===== src/rtl/mmio_uart_pkg.sv =====
// Shared constants for the MMIO UART controller: register word offsets,
// CTRL status bit positions and the default I/O-space address nibble.
package mmio_uart_pkg;

  localparam logic [3:0] IO_BASE_NIBBLE_DEF = 4'h8;

  localparam logic [2:0] OFF_CTRL   = 3'd0;
  localparam logic [2:0] OFF_RXDATA = 3'd1;
  localparam logic [2:0] OFF_TXDATA = 3'd2;
  localparam logic [2:0] OFF_CYCLE  = 3'd4;
  localparam logic [2:0] OFF_INSTR  = 3'd5;
  localparam logic [2:0] OFF_CNTCLR = 3'd6;

  localparam int CTRL_TX_FREE_BIT = 0;
  localparam int CTRL_RX_AVAIL_BIT = 1;

endpackage


===== src/rtl/mmio_uart_ctrl_rx_fifo.sv =====
// Byte FIFO for received UART data; pointers carry one extra wrap bit
// so that full and empty are distinguishable with equal low bits.
module io_rx_fifo #(
  parameter int unsigned RX_DEPTH = 8
) (
  input  logic       clk,
  input  logic       rst,
  input  logic       push,
  input  logic       pop,
  input  logic [7:0] din,
  output logic [7:0] dout,
  output logic       empty,
  output logic       full
);

  localparam int unsigned AW = $clog2(RX_DEPTH);

  logic [AW:0] wr_ptr_q, wr_ptr_d;
  logic [AW:0] rd_ptr_q, rd_ptr_d;
  logic [7:0]  mem_q [RX_DEPTH];

  assign empty = (wr_ptr_q == rd_ptr_q);
  assign full  = (wr_ptr_q[AW] != rd_ptr_q[AW]) &&
                 (wr_ptr_q[AW-1:0] == rd_ptr_q[AW-1:0]);
  assign dout  = mem_q[rd_ptr_q[AW-1:0]];

  always_comb begin
    wr_ptr_d = wr_ptr_q;
    rd_ptr_d = rd_ptr_q;
    if (push && !full)  wr_ptr_d = wr_ptr_q + (AW+1)'(1);
    if (pop  && !empty) rd_ptr_d = rd_ptr_q + (AW+1)'(1);
  end

  always_ff @(posedge clk or negedge rst) begin
    if (!rst) begin
      wr_ptr_q <= '0;
      rd_ptr_q <= '0;
    end else begin
      wr_ptr_q <= wr_ptr_d;
      rd_ptr_q <= rd_ptr_d;
    end
  end

  // Storage is not reset; the pointers alone define which entries are live.
  always_ff @(posedge clk) begin
    if (push && !full) mem_q[wr_ptr_q[AW-1:0]] <= din;
  end

endmodule


===== src/rtl/mmio_uart_ctrl.sv =====
// I/O-space register block next to data memory: UART RX FIFO, TX holding
// register, cycle/instret counters, and a registered read port for writeback.
module mmio_uart_ctrl
  import mmio_uart_pkg::*;
#(
  parameter logic [3:0]  IO_BASE_NIBBLE = IO_BASE_NIBBLE_DEF,
  parameter int unsigned RX_DEPTH       = 8
) (
  input  logic        clk,
  input  logic        rst,
  input  logic        stall,
  input  logic [31:0] io_addr,
  input  logic [31:0] io_wdata,
  input  logic [3:0]  io_we,
  input  logic        io_re,
  input  logic        instr_retire,
  output logic [31:0] io_rdata,
  output logic [7:0]  uart_tx_data,
  output logic        uart_tx_valid,
  input  logic        uart_tx_ready,
  input  logic [7:0]  uart_rx_data,
  input  logic        uart_rx_valid,
  output logic        uart_rx_ready
);

  logic        hit;
  logic [2:0]  off;
  logic        rd_req, wr_ok;
  logic        rx_pop, rx_push, rx_empty, rx_full;
  logic [7:0]  rx_dout;
  logic        tx_load, cnt_clr;
  logic [31:0] rd_mux;

  logic [31:0] rdata_q, rdata_d;
  logic        tx_valid_q, tx_valid_d;
  logic [7:0]  tx_data_q, tx_data_d;
  logic [31:0] cycle_q, cycle_d;
  logic [31:0] instr_q, instr_d;

  logic unused_bits;
  assign unused_bits = ^{io_addr[27:5], io_addr[1:0], io_wdata[31:8]};

  assign hit     = (io_addr[31:28] == IO_BASE_NIBBLE);
  assign off     = io_addr[4:2];
  assign rd_req  = io_re && !stall;
  assign wr_ok   = hit && !stall;
  assign rx_pop  = rd_req && hit && (off == OFF_RXDATA) && !rx_empty;
  assign rx_push = uart_rx_valid && !rx_full;
  // Busy TX (including the handshake cycle itself) drops the store.
  assign tx_load = wr_ok && (off == OFF_TXDATA) && io_we[0] && !tx_valid_q;
  assign cnt_clr = wr_ok && (off == OFF_CNTCLR) && (|io_we);

  io_rx_fifo #(.RX_DEPTH(RX_DEPTH)) u_rx_fifo (
    .clk   (clk),
    .rst   (rst),
    .push  (rx_push),
    .pop   (rx_pop),
    .din   (uart_rx_data),
    .dout  (rx_dout),
    .empty (rx_empty),
    .full  (rx_full)
  );

  always_comb begin
    rd_mux = '0;
    if (hit) begin
      case (off)
        OFF_CTRL: begin
          rd_mux[CTRL_TX_FREE_BIT]  = !tx_valid_q;
          rd_mux[CTRL_RX_AVAIL_BIT] = !rx_empty;
        end
        OFF_RXDATA: if (!rx_empty) rd_mux = {24'd0, rx_dout};
        OFF_CYCLE:  rd_mux = cycle_q;
        OFF_INSTR:  rd_mux = instr_q;
        default:    rd_mux = '0;
      endcase
    end
  end

  always_comb begin
    rdata_d    = rdata_q;
    tx_valid_d = tx_valid_q;
    tx_data_d  = tx_data_q;
    if (rd_req) rdata_d = rd_mux;
    if (tx_load) begin
      tx_valid_d = 1'b1;
      tx_data_d  = io_wdata[7:0];
    end else if (tx_valid_q && uart_tx_ready) begin
      tx_valid_d = 1'b0;
    end
    cycle_d = cnt_clr ? '0 : cycle_q + 32'd1;
    instr_d = cnt_clr ? '0 : instr_q + {31'd0, instr_retire && !stall};
  end

  always_ff @(posedge clk or negedge rst) begin
    if (!rst) begin
      rdata_q    <= '0;
      tx_valid_q <= 1'b0;
      tx_data_q  <= '0;
      cycle_q    <= '0;
      instr_q    <= '0;
    end else begin
      rdata_q    <= rdata_d;
      tx_valid_q <= tx_valid_d;
      tx_data_q  <= tx_data_d;
      cycle_q    <= cycle_d;
      instr_q    <= instr_d;
    end
  end

  assign io_rdata      = rdata_q;
  assign uart_tx_data  = tx_data_q;
  assign uart_tx_valid = tx_valid_q;
  assign uart_rx_ready = !rx_full;

endmodule


===== config.mk =====
export PLATFORM = sky130hd
export DESIGN_NAME = mmio_uart_ctrl
export DESIGN_NICKNAME = d
export VERILOG_FILES = /design/src/rtl/mmio_uart_pkg.sv /design/src/rtl/mmio_uart_ctrl_rx_fifo.sv /design/src/rtl/mmio_uart_ctrl.sv
export SDC_FILE = /design/constraint.sdc
export NUM_CORES = 1
export LEC_CHECK = 0
export ABC_AREA = 1
export ABC_CLOCK_PERIOD_IN_PS = 4700
export BUFFER_PORTS_ARGS = -buffer_cell sky130_fd_sc_hd__clkbuf_2
export CORE_MARGIN = 4
export CORE_UTILIZATION = 23
export DETAILED_ROUTE_END_ITERATION = 10
export PLACE_DENSITY = 0.36
export SLEW_MARGIN = 40
export SYNTH_ARGS = -nofsm -noshare
export SYNTH_HDL_FRONTEND = slang
export SYNTH_HIERARCHICAL = 1
export SYNTH_SLANG_ARGS = --single-unit

===== constraint.sdc =====
create_clock -name clk -period 4.7 [get_ports clk]
set_input_delay 0 -clock clk [delete_from_list [all_inputs] [get_ports clk]]
set_output_delay 0 -clock clk [all_outputs]
set_load 0.1 [all_outputs]

==> results.md <==
- Port bufs: 75
- Hold wc startpoint: io_we[0]
- Commonest cells after routing, fill and taps aside: nand2_1, nor2_1, dfrtp_1
- Post-CTS Setup Repair Bufs: 0
- Mapped Cells: 1126
- Post-synthesis sequential area ratio: 0.515
- Pwr dens: 406 nW/µm²
- Via-to-Cell Ratio: 4.22
- Setup violators final: 0
- Fmax: 313 MHz
- WP buf/inv: 2
- First-pass GRT wire length: 43800 µm
- Max-slew violations: 0
- FF-to-FF End: u_rx_fifo/mem_q[6][2]
- Vert. Die Dim: 208 µm
- Hold endpoint: uart_tx_data[6]
- Final TNS setup: 0 ps
- Worst Tran Pin Value: 861 ps
- Source of the worst register-to-register timing path: u_rx_fifo/rd_ptr_q[0]
- Maximum Capacitance Violations: 0
- Final Instance Area: 10900 µm²
- Crit path required time: 4770 ps
- Die area: 43400 µm²
- Class of the worst hold path: in -> reg
- Critical path's top delay family: simple AND/OR/NAND/NOR gates
- Placed cells: 1698
- Minimum clock period: 3190 ps
- Clock skew: 12.2 ps
- Slowest cell delay on critical path: 780 ps
- Outcome: completed
- Unrepaired setup endpoints after global routing: false
- Final period util: 0.679
- CP Launch Type: register
- GR Util All Layers: 0.131
- Vias in the first global route: 7395
- Clk buf depth: 2
- Commonest non-fill, non-tap cell in the layout: nand2_1
- Number of diodes: 0
- Via count: 7391
- Register area: 4750 µm²
- CP max-delay cell: dfrtp_1
- Fin nets: 1300
- Total gr overflow: 0
- Synthesized flop and latch total: 177
- Area of placed instances: 10100 µm²
- Share of cells above drive strength 1: 0.167
- Total Routed Length: 27800 µm
- Worst-Skew Late Latency: 450 ps
- Final worst slack: 1510 ps
- Mapped Area: 9220 µm²
- Multi-input gate area: 3850 µm²
- Largest net degree at the start of global routing: 51
- Synth unique cells: 38
- Maximum vdd drop: 246 µV
- Setup Crit Path Kind: reg -> reg
- Wire per inst: 15.9 µm
- Drt initial violations: 394
- Core ar.: 39600 µm²
- Hold Crit Depth: 3
- Num CTS Buffers: 17
- Fill cells: 4414
- ANT nets after route: 0
- Worst EP arrival: 3260 ps
- Slew Limit Headroom: 0.424
- H-tree levels: 4
- Layout Area Growth over Synthesis: 18.0%
- Final GP Congestion: 0.778
- Crit-path max FO: 34
- CTS tree: yes
- Avg Synthesized Cell Area: 8.19 µm²
- Leakage Power: 5.11 nW
- Die X: 208 µm
- Synth warn: 6
- CTS Root Cell: clkbuf_16
- Initial Utilization: 0.233
- Initial antenna violation count: 1
- Crit-path cells: inv_4 -> nand2_2 -> nand2_2 -> nand4_4 -> inv_1 -> nor2_1 -> nand3_2 -> nor2_1
- Reg2Reg Setup Slack: 1510 ps
- DRC: 0
- Cells on worst reg2reg path: 8
- Post-synthesis net count: 1214
- Post-layout util: 0.275
- Clock Sinks: 177
- Post_cts resized: 0
- Clock slew at reported path FFs: 80 ps
- Critical path endpoint category: register
- Row count: 73
- Final Hold Viols: 0
- Detailed placement HPWL: 20100 µm
- Post-route insts no fill: 1750
- Io pins: 125
- Post-Place Worst Slack: 1510 ps
- Hold WS: 24.6 ps
- Detailed-router iteration count before antenna repair: 4
- Pwr Total: 4.41 mW
-- cell type report --
cell class	instances	share of cell area
Inverter	106	0.0370
Tap cell	525	0.0604
Multi-Input combinational cell	809	0.354
Clock buffer	18	0.0394
Clock inverter	14	0.0155
Sequential cell	177	0.436
Timing Repair Buffer	101	0.0576
-- where the power goes --
part | internal (mW) | switching, mW
sequential | 1.81 | 0.181
clock | 0.807 | 0.701
combinational | 0.270 | 0.645
total | 2.89 | 1.53
-- routing by layer --
| metal | part of all wire | vias up | wire, µm | global-route usage |
|---|---|---|---|---|
| met3 | 0.031 | 19 | 875 | 0.0268 |
| met4 | 0.0092 | 2 | 256 | 0.0292 |
| met2 | 0.48 | 108 | 13400 | 0.219 |
| met5 | 0.00047 | - | 13 | 0 |
| met1 | 0.48 | 3489 | 13300 | 0.175 |
| li1 | - | 3773 | - | - |
-- worst max-delay path by stage --
stage	start	endpoint	slack (ps)	cells after the start
final	u_rx_fifo/rd_ptr_q[0]	u_rx_fifo/mem_q[6][2]	1510	8
after global routing	u_rx_fifo/rd_ptr_q[0]	u_rx_fifo/mem_q[6][2]	1200	8
after CTS	u_rx_fifo/rd_ptr_q[0]	u_rx_fifo/mem_q[4][2]	1490	8
after detailed placement	u_rx_fifo/rd_ptr_q[0]	u_rx_fifo/mem_q[4][2]	1510	8
after global placement	u_rx_fifo/rd_ptr_q[0]	u_rx_fifo/mem_q[2][2]	1510	8
after floorplan	u_rx_fifo/rd_ptr_q[0]	u_rx_fifo/mem_q[4][0]	2590	8
-- synth_stat cells (all sizes together) --
| cell type | number | area share |
|---|---|---|
| dfrtp | 113 | 0.31 |
| nor3 | 13 | 0.010 |
| ha | 5 | 0.0068 |
| nand4 | 4 | 0.0060 |
| buf | 30 | 0.023 |
| nand3 | 84 | 0.050 |
| nor2 | 205 | 0.10 |
| o211ai | 2 | 0.0016 |
| o22ai | 31 | 0.021 |
| xor2 | 13 | 0.012 |
| or2 | 4 | 0.0027 |
| clkbuf | 4 | 0.0019 |
| xnor2 | 1 | 0.00095 |
| and3 | 2 | 0.0014 |
| o21ai | 52 | 0.031 |
| inv | 106 | 0.043 |
| nand2 | 379 | 0.16 |
| a21oi | 14 | 0.0084 |
| edfxtp | 64 | 0.21 |
-- worst reg2reg max path, cell delays in order (launching register included) --
cell,delay [ps]
dfrtp_1,780
inv_4,310
nand2_2,170
nand2_2,70
nand4_4,150
inv_1,70
nor2_1,370
nand3_2,200
nor2_1,690
-- flip-flops by register name (all words and copies together), names as in the netlist --
name	cells
instr_q	32
cycle_q	32
u_rx_fifo/mem_q	64
u_rx_fifo/wr_ptr_q	4
u_rx_fifo/rd_ptr_q	4
uart_tx_data	8
uart_tx_valid	1
io_rdata	32
-- cells by family (layout without fill, tap and decap cells) --
| group | after synthesis | count (layout) | synth area share |
|---|---|---|---|
| DFF | 177 | 177 | 0.515 |
| and+or+nand+nor | 691 | 691 | 0.334 |
| xor gates and xnor gates | 14 | 14 | 0.0133 |
| AOI/OAI and AO/OA | 99 | 99 | 0.0626 |
| adders and majority gates | 5 | 5 | 0.00679 |
| buffers and inverters | 140 | 239 | 0.0685 |
-- what timing repair did --
item | in CTS | in global routing
hold buffers | 20 | 0
endpoints found under the setup margin | 0 | 0
hold endpoints to repair | 125 | 0
Power figures use the tool's default switching activity.
